File: src/rtl/serial_sub_pkg.sv
// Shared definitions for the bit-serial subtractor: FSM encoding,
// default operand width and the bit-counter width helper.
package serial_sub_pkg;

   localparam int DEFAULT_WIDTH = 4;

   typedef enum logic [1:0] {
      IDLE  = 2'd0,
      SHIFT = 2'd1,
      DONE  = 2'd2
   } state_t;

   // Bit counter must hold values up to WIDTH-1 with one spare bit.
   function automatic int cnt_width(input int width);
      return $clog2(width) + 1;
   endfunction

endpackage

File: src/rtl/serial_subtractor_if.sv
// Request/result bundle of the serial subtractor.
// Handshake: start is a request that the subtractor accepts only while it
// is idle or presenting a result (IDLE or DONE); a, b and bin are sampled
// on the accepting edge and are don't-care otherwise. done is a one-cycle
// pulse during which d, bout and ovf carry the new result; they hold that
// result until the next completion or reset. busy is high while bits are
// being shifted, and busy and done are never high together.
interface serial_subtractor_if
   import serial_sub_pkg::*;
#(
   parameter int WIDTH = DEFAULT_WIDTH
);

   logic             start;
   logic [WIDTH-1:0] a;
   logic [WIDTH-1:0] b;
   logic             bin;
   logic             busy;
   logic             done;
   logic [WIDTH-1:0] d;
   logic             bout;
   logic             ovf;

   modport master (
      output start, a, b, bin,
      input  busy, done, d, bout, ovf
   );

   modport slave (
      input  start, a, b, bin,
      output busy, done, d, bout, ovf
   );

endinterface

File: src/rtl/full_subtractor.sv
// One-bit full subtractor: computes x - y - bin.
module full_subtractor (
   input  logic x,
   input  logic y,
   input  logic bin,
   output logic diff,
   output logic bout
);

   // Difference bit and borrow generated by this bit position.
   always_comb begin
      diff = x ^ y ^ bin;
      bout = (~x & y) | (~(x ^ y) & bin);
   end

endmodule

File: src/rtl/serial_subtractor.sv
// Bit-serial subtractor: computes a - b - bin one bit per clock, LSB first,
// then presents the difference, final borrow and signed overflow.
module serial_subtractor
   import serial_sub_pkg::*;
#(
   parameter int WIDTH = DEFAULT_WIDTH
) (
   input  logic                clk,
   input  logic                rst_n,
   serial_subtractor_if.slave  bus,
   output state_t              state
);

   localparam int CW = cnt_width(WIDTH);
   localparam logic [CW-1:0] LAST_BIT = CW'(WIDTH - 1);
   localparam logic [CW-1:0] CNT_ONE  = CW'(1);

   state_t           state_q;
   state_t           state_d;
   logic [WIDTH-1:0] a_sr;
   logic [WIDTH-1:0] b_sr;
   logic [WIDTH-1:0] diff_sr;
   logic             br;
   logic [CW-1:0]    cnt;
   logic [WIDTH-1:0] d_q;
   logic             bout_q;
   logic             ovf_q;
   logic             accept;
   logic             last;
   logic             fs_diff;
   logic             fs_bout;

   // A start only counts while idle or while a result is being presented.
   assign accept = bus.start && ((state_q == IDLE) || (state_q == DONE));
   assign last   = (state_q == SHIFT) && (cnt == LAST_BIT);

   full_subtractor u_fs (
      .x    (a_sr[0]),
      .y    (b_sr[0]),
      .bin  (br),
      .diff (fs_diff),
      .bout (fs_bout)
   );

   // FSM state register.
   always_ff @(posedge clk or negedge rst_n) begin
      if (!rst_n) state_q <= IDLE;
      else        state_q <= state_d;
   end

   // Next-state logic: SHIFT for WIDTH bits, one DONE cycle, then idle or restart.
   always_comb begin
      state_d = state_q;
      case (state_q)
         IDLE:    if (bus.start) state_d = SHIFT;
         SHIFT:   if (last) state_d = DONE;
         DONE:    state_d = bus.start ? SHIFT : IDLE;
         default: state_d = IDLE;
      endcase
   end

   // Operand shifting, borrow chain, bit counter and result capture.
   always_ff @(posedge clk or negedge rst_n) begin
      if (!rst_n) begin
         a_sr    <= '0;
         b_sr    <= '0;
         diff_sr <= '0;
         br      <= 1'b0;
         cnt     <= '0;
         d_q     <= '0;
         bout_q  <= 1'b0;
         ovf_q   <= 1'b0;
      end else if (accept) begin
         a_sr <= bus.a;
         b_sr <= bus.b;
         br   <= bus.bin;
         cnt  <= '0;
      end else if (state_q == SHIFT) begin
         a_sr    <= a_sr >> 1;
         b_sr    <= b_sr >> 1;
         br      <= fs_bout;
         cnt     <= cnt + CNT_ONE;
         diff_sr <= {fs_diff, diff_sr[WIDTH-1:1]};
         if (last) begin
            d_q    <= {fs_diff, diff_sr[WIDTH-1:1]};
            bout_q <= fs_bout;
            // br is the borrow into the MSB at this point.
            ovf_q  <= br ^ fs_bout;
         end
      end
   end

   assign bus.busy = (state_q == SHIFT);
   assign bus.done = (state_q == DONE);
   assign bus.d    = d_q;
   assign bus.bout = bout_q;
   assign bus.ovf  = ovf_q;
   assign state    = state_q;

endmodule

File: src/flat_wrapper.sv
// flat-port wrapper written by rule: the top's interface ports become plain ports
module serial_subtractor_flat import serial_sub_pkg::*;
#(
   parameter int WIDTH = DEFAULT_WIDTH
)
  (clk, rst_n, state, bus_start, bus_a, bus_b, bus_bin, bus_busy, bus_done, bus_d, bus_bout, bus_ovf);
  serial_subtractor_if #(.WIDTH(WIDTH)) bus_i ();
  input  logic clk;
  input  logic rst_n;
  output state_t state;
  input wire logic [$bits(bus_i.start)-1:0] bus_start;
  input wire logic [$bits(bus_i.a)-1:0] bus_a;
  input wire logic [$bits(bus_i.b)-1:0] bus_b;
  input wire logic [$bits(bus_i.bin)-1:0] bus_bin;
  output wire logic [$bits(bus_i.busy)-1:0] bus_busy;
  output wire logic [$bits(bus_i.done)-1:0] bus_done;
  output wire logic [$bits(bus_i.d)-1:0] bus_d;
  output wire logic [$bits(bus_i.bout)-1:0] bus_bout;
  output wire logic [$bits(bus_i.ovf)-1:0] bus_ovf;
  assign bus_i.start = bus_start;
  assign bus_i.a = bus_a;
  assign bus_i.b = bus_b;
  assign bus_i.bin = bus_bin;
  assign bus_busy = bus_i.busy;
  assign bus_done = bus_i.done;
  assign bus_d = bus_i.d;
  assign bus_bout = bus_i.bout;
  assign bus_ovf = bus_i.ovf;
  serial_subtractor #(.WIDTH(WIDTH)) u_core (.clk(clk), .rst_n(rst_n), .bus(bus_i), .state(state));
endmodule
File: config.mk
export PLATFORM = sky130hd
export DESIGN_NAME = serial_subtractor_flat
export DESIGN_NICKNAME = d
export VERILOG_FILES = /design/src/rtl/serial_sub_pkg.sv /design/src/rtl/serial_subtractor_if.sv /design/src/rtl/full_subtractor.sv /design/src/rtl/serial_subtractor.sv /design/src/flat_wrapper.sv
export SDC_FILE = /design/constraint.sdc
export NUM_CORES = 1
export LEC_CHECK = 0
export ABC_AREA = 1
export ABC_CLOCK_PERIOD_IN_PS = 1400
export CAP_MARGIN = 10
export CORE_ASPECT_RATIO = 1.2
export CORE_MARGIN = 10
export CORE_UTILIZATION = 49
export DETAILED_ROUTE_END_ITERATION = 8
export HOLD_SLACK_MARGIN = 0.08
export PLACE_DENSITY = 0.73
export SLEW_MARGIN = 5
export SYNTH_ARGS = -nofsm -noshare
export SYNTH_HDL_FRONTEND = slang
export SYNTH_SLANG_ARGS = --single-unit
File: constraint.sdc
create_clock -name clk -period 1.4 [get_ports clk]
set_input_delay 0.14 -clock clk [delete_from_list [all_inputs] [get_ports clk]]
set_output_delay 0.14 -clock clk [all_outputs]
set_load 0.1 [all_outputs]
==> results of run 1 <==
## per-stage QoR
stage | utilization, % | instances | instance area [sq um]
4_1_cts | 71.39 | 181 | 1495
2_1_floorplan | - | 123 | 1110
3_5_place_dp | 69.06 | 174 | 1446
6_report | 71.62 | 181 | 1500
5_1_grt | 71.62 | 181 | 1500
3_3_place_gp | 69.06 | 174 | 1446
## state kept, by name, summed over array words and instances, names as in the netlist
name,cells
u_core.diff_sr,3
u_core.cnt,3
u_core.bus.ovf,1
u_core.br,1
u_core.bus.bout,1
u_core.bus.d,4
u_core.b_sr,4
u_core.a_sr,4
u_core.state,2
## final timing paths
check / start / end / cells after the start / slack, ns
setup reg to reg: u_core.state[0] / u_core.a_sr[0] / 5 / 0.09
setup / recovery: u_core.state[1] / bus_busy / 3 / 0.05
min in group clk: bus_b[3] / u_core.b_sr[3] / 3 / 0.37
hold / removal: rst_n / u_core.cnt[2] / 2 / 0.18
max in group asynchronous: rst_n / u_core.state[0] / 2 / 0.97
hold reg to reg: u_core.cnt[0] / u_core.cnt[0] / 1 / 0.48
## layout make-up
| class | instances | area [sq um] |
|---|---|---|
| fill | 156 | 594.3 |
| sequential | 23 | 580.6 |
| multi-input combinational | 79 | 429.2 |
| timing repair buffer | 26 | 347.8 |
| inverter | 19 | 78.83 |
| tap | 30 | 37.54 |
| clock buffer | 4 | 26.28 |
## worst reg2reg max path, cell delays in order, from the launching register on
cell,delay (ns)
dfrtp_4,0.54
buf_4,0.18
nand2_4,0.14
nand2_2,0.14
nor2_1,0.15
nor2_1,0.06
## metal layers
layer / vias to the layer above / routed length, microns / share of wire, % / track usage [%]
li1: 431 / - / - / -
met1: 397 / 965 / 45 / 12.23
met2: 36 / 1052 / 49 / 17.06
met3: 7 / 122 / 5.6 / 2.955
met4: 0 / 25 / 1.2 / 2.985
met5: - / 0 / 0 / 0
## Yosys cell counts (all sizes together)
| master | count | area share (%) |
|---|---|---|
| a21oi | 1 | 0.46 |
| buf | 2 | 2.1 |
| dfrtp | 23 | 53 |
| fa | 1 | 1.8 |
| ha | 2 | 2.3 |
| inv | 19 | 6.6 |
| nand2 | 44 | 17 |
| nand3 | 8 | 3.7 |
| nand3b | 1 | 0.69 |
| nor2 | 9 | 5.3 |
| o21ai | 11 | 5.4 |
| or2 | 1 | 0.58 |
| xnor2 | 1 | 0.80 |
## cells by family (layout without fill, tap and decap cells)
logic type	count (synthesis)	in the layout	synth area share [%]
fa+ha+maj	3	3	4.138
compound gates	12	12	5.861
xor+xnor	1	1	0.8047
buf+inv	21	49	8.621
simple gates	63	63	27.70
flops	23	23	52.87
## timing repair
item,in CTS,in global routing
resized for setup,0,2
buffers inserted,3,0
setup endpoints to repair,1,5
pin swaps,1,0
gates cloned,0,0
==> summary.txt, run 1 <==
DR WL/cell: 11.97 microns
DR iter-0 viols: 29
Crit path time final: 1.347 ns
Synth Instances: 123
Avg Synthesized Cell Area: 8.850 sq um
Setup_tns: 0 ns
Die height: 71.63 microns
Crit. End Element: output port
Final setup violation count: 0
Rel. slew slack: 80.55%
Final period util: 96.23%
Initial Util: 51.97%
CTS Buf Count: 3
Critical-path cell list: buf_4 -> nor2_8 -> buf_12
Slew Viols, Final: 0
DR vias/cell: 4.812
Pre-CTS setup slack: 0.003582 ns
CP delay by family, top: flip-flops
Synth warnings: 0
ANT cells: 0
Num ports: 22
Largest net degree at the start of global routing: 24
RSZ-0062 raised after global routing: false
Status: finished clean
CTS Sinks: 23
Setup WS post-layout: 0.05277 ns
Crit path buf inv count: 2
Detailed Routing Iterations Pass 1: 4
Number of routed nets with antenna violations: 0
Routed via count: 871
Skew-Pair Late Insertion Delay: 0.30 ns
Post-synthesis net count: 138
CTS root buf: clkbuf_4
Synth cell types: 20
Total track usage: 10.14%
Leading cell type in the layout, fill and taps excluded: nand2_1
CTS tree: done
Hold Path Class: input pin to asynchronous set/reset pin
Hpwl dp: 1660 microns
Number of buffers added on ports: 21
Crit start category: flop
Clock Path Buffers: 2
Die Width: 63.03 microns
Worst path slowest cell: dfrtp_2
CTS Hold Bufs: 0
Vias in the first global route: 876
Worst-path fanout max: 3
CP Class: flop to output port
Mapped cell area: 1089 sq um
Die ar.: 4514 sq um
Seq/Total Area, Yosys: 52.87%
Area Growth Syn to Fin: 37.82%
Tightest Pin Transition: 0.2918 ns
CP arrival: 1.21 ns
GP Congestion: 0.8558
WP data required: 1.26 ns
Num rows: 18
# nets final: 167
# DRC: 0
Register bit total from synthesis: 23
Clock skew: 0.001531 ns
Most frequent cells in the layout: 40 x nand2_1, 21 x dfrtp_1, 16 x inv_1
Worst path max stage delay: 0.42 ns
Layout cell share with drive strength beyond 1: 21.19%
First-pass GRT wire length: 3822 microns
CTS H-tree depth: 1
GRT overflow: 0
Final hold slack: 0.1791 ns
F_max: 0.7423 GHz
Reg clk slew, reported paths: 0.12 ns
Post-Route WL: 2166 microns
Core area: 2095 sq um
Final hold vios: 0
Max cap viols: 0
Initial antenna violation count: 0
Power of run 1 is not shown: default switching activity piles up to over one toggle a cycle in this logic, so the estimate is an artifact.
==> run 2: changes to the inputs <==
--- a/config.mk
+++ b/config.mk
@@ -6,14 +6,15 @@
 export NUM_CORES = 1
 export LEC_CHECK = 0
 export ABC_AREA = 1
-export ABC_CLOCK_PERIOD_IN_PS = 1400
+export ABC_CLOCK_PERIOD_IN_PS = 1700
 export CAP_MARGIN = 10
 export CORE_ASPECT_RATIO = 1.2
 export CORE_MARGIN = 10
-export CORE_UTILIZATION = 49
+export CORE_UTILIZATION = 53
+export CTS_CLUSTER_SIZE = 28
 export DETAILED_ROUTE_END_ITERATION = 8
 export HOLD_SLACK_MARGIN = 0.08
-export PLACE_DENSITY = 0.73
+export PLACE_DENSITY = 0.78
 export SLEW_MARGIN = 5
 export SYNTH_ARGS = -nofsm -noshare
 export SYNTH_HDL_FRONTEND = slang
==> constraint.sdc (replaced) <==
create_clock -name clk -period 1.7 [get_ports clk]
set_input_delay 0.17 -clock clk [delete_from_list [all_inputs] [get_ports clk]]
set_output_delay 0.17 -clock clk [all_outputs]
set_load 0.1 [all_outputs]
==> summary.txt, run 2 (same netlist as run 1, synthesis figures left out) <==
Routed via count: 830 (-4.7%)
Max cap viols: 0 (unchanged)
CTS Buf Count: 3 (unchanged)
Post-CTS sizing: 0 (unchanged)
Total track usage: 11.74% (+1.6 points)
Clock skew: 0.001938 ns (+0.0004064 ns)
Tightest Pin Transition: 0.3458 ns (+0.05398 ns)
First-pass GRT wire length: 3946 microns (+3.2%)
Die height: 69.65 microns (-2.8%)
Last element of the critical path: bus_busy
Final setup violation count: 0 (unchanged)
Core area: 1893 sq um (-9.6%)
DR vias/cell: 5.000 (+3.9%)
Slew Viols, Final: 0 (unchanged)
GRT overflow: 0 (unchanged)
Number of buffers added on ports: 21 (unchanged)
Number of post-CTS setup repair buffers: 0 (-3)
Die Width: 61.37 microns (-2.6%)
Number of routed nets with antenna violations: 0 (unchanged)
CTS tree: done
F_max: 0.6531 GHz
Setup_tns: 0 ns (unchanged)
Rel. slew slack: 76.86% (-3.7 points)
Num ports: 22 (unchanged)
Crit start category: flop
Initial Util: 57.50% (+5.5 points)
CTS root buf: clkbuf_4
DR iter-0 viols: 36 (+24%)
Post-Route WL: 2141 microns (-1.2%)
CTS H-tree depth: 1 (unchanged)
R2r startpoint: u_core.state[0]
Flop2flop setup slack: 0.40 ns (+0.31 ns)
Reg clk slew, reported paths: 0.12 ns (about the same)
Hpwl dp: 1661 microns (about the same)
Final hold vios: 0 (unchanged)
CP arrival: 1.36 ns (+0.15 ns)
CP Launch Point: u_core.state[0]
Skew-Pair Late Insertion Delay: 0.30 ns (about the same)
Initial antenna violation count: 0 (unchanged)
Hold Path Class: input pin to asynchronous set/reset pin
R2R cell count: 6 (+1)
Leading cell type in the layout, fill and taps excluded: nand2_1
Status: finished clean
Num rows: 17 (-1)
CTS Hold Bufs: 0 (unchanged)
# DRC: 0 (unchanged)
CP Class: flop to output port
CTS Sinks: 23 (unchanged)
Crit. End Element: output port
Worst R2R End: u_core.b_sr[0]
Final period util: 90.07%
DR WL/cell: 12.90 microns (+7.8%)
GP Congestion: 0.8765 (+2.4%)
WP data required: 1.53 ns (+0.27 ns)
Worst-path fanout max: 9 (+6)
Layout cell share with drive strength beyond 1: 18.37% (-2.8 points)
RSZ-0062 raised after global routing: false
ANT cells: 0 (unchanged)
Area Growth Syn to Fin: 25.98%
Vias in the first global route: 871 (-0.57%)
Largest net degree at the start of global routing: 24 (unchanged)
Crit path time final: 1.531 ns
Detailed Routing Iterations Pass 1: 4 (unchanged)
Clock Path Buffers: 2 (unchanged)
Most frequent cells in the layout: 40 x nand2_1, 21 x dfrtp_1, 16 x inv_1
# nets final: 163 (-2.4%)
Die ar.: 4274 sq um (-5.3%)
-- run 2: cell count changes in the layout (fill, tap and decap cells not counted), sizes merged --
cell / delta
buf: -4
-- run 2: per-layer routing --
metal	part of all wire, %	routed length (microns)	vias up	GRT usage, %
met5	0	0	-	0
met4	1.6	35	0	4.433
met3	7.2	154	5	4.022
met2	51	1099	21	19.01
met1	40	852	380	13.53
li1	-	-	424	-
-- run 2: critical path, cell delays in order, from the launching register on --
cell	delay, ns
dfrtp_4	0.54
inv_2	0.12
nor2_8	0.18
buf_12	0.20
-- run 2: final cells by class --
cell class              count  area, sq um
flip-flops and latches     23        580.6
fillers                   146        521.8
multi-input cells          79        426.7
repair buffers             22        242.7
inverters                  19        71.32
clock buffers               4        26.28
well taps                  19        23.77
-- run 2: worst min path at each step --
stage | to | slack (ns)
2_1_floorplan | u_core.a_sr[0] | -0.13
3_3_place_gp | u_core.a_sr[1] | 0.46
3_5_place_dp | u_core.bus.d[0] | 0.47
4_1_cts | u_core.a_sr[3] | 0.22
5_1_grt | u_core.a_sr[3] | 0.22
6_report | u_core.bus.d[2] | 0.21
-- run 2: per-stage QoR --
step                instance area (sq um)  setup WS, ns  hold WS, ns  util, %  cells
finish                               1371        0.1688       0.2065    72.44    166
global route                         1371       0.09317       0.2160    72.44    166
CTS                                  1371        0.1583       0.2159    72.44    166
detailed placement                   1345        0.2754       0.4673    71.05    162
global placement                     1345        0.3285       0.4564    71.05    162
floorplan                            1101       0.05619      -0.1256        -    123
Power of run 2 is left out for the same reason.
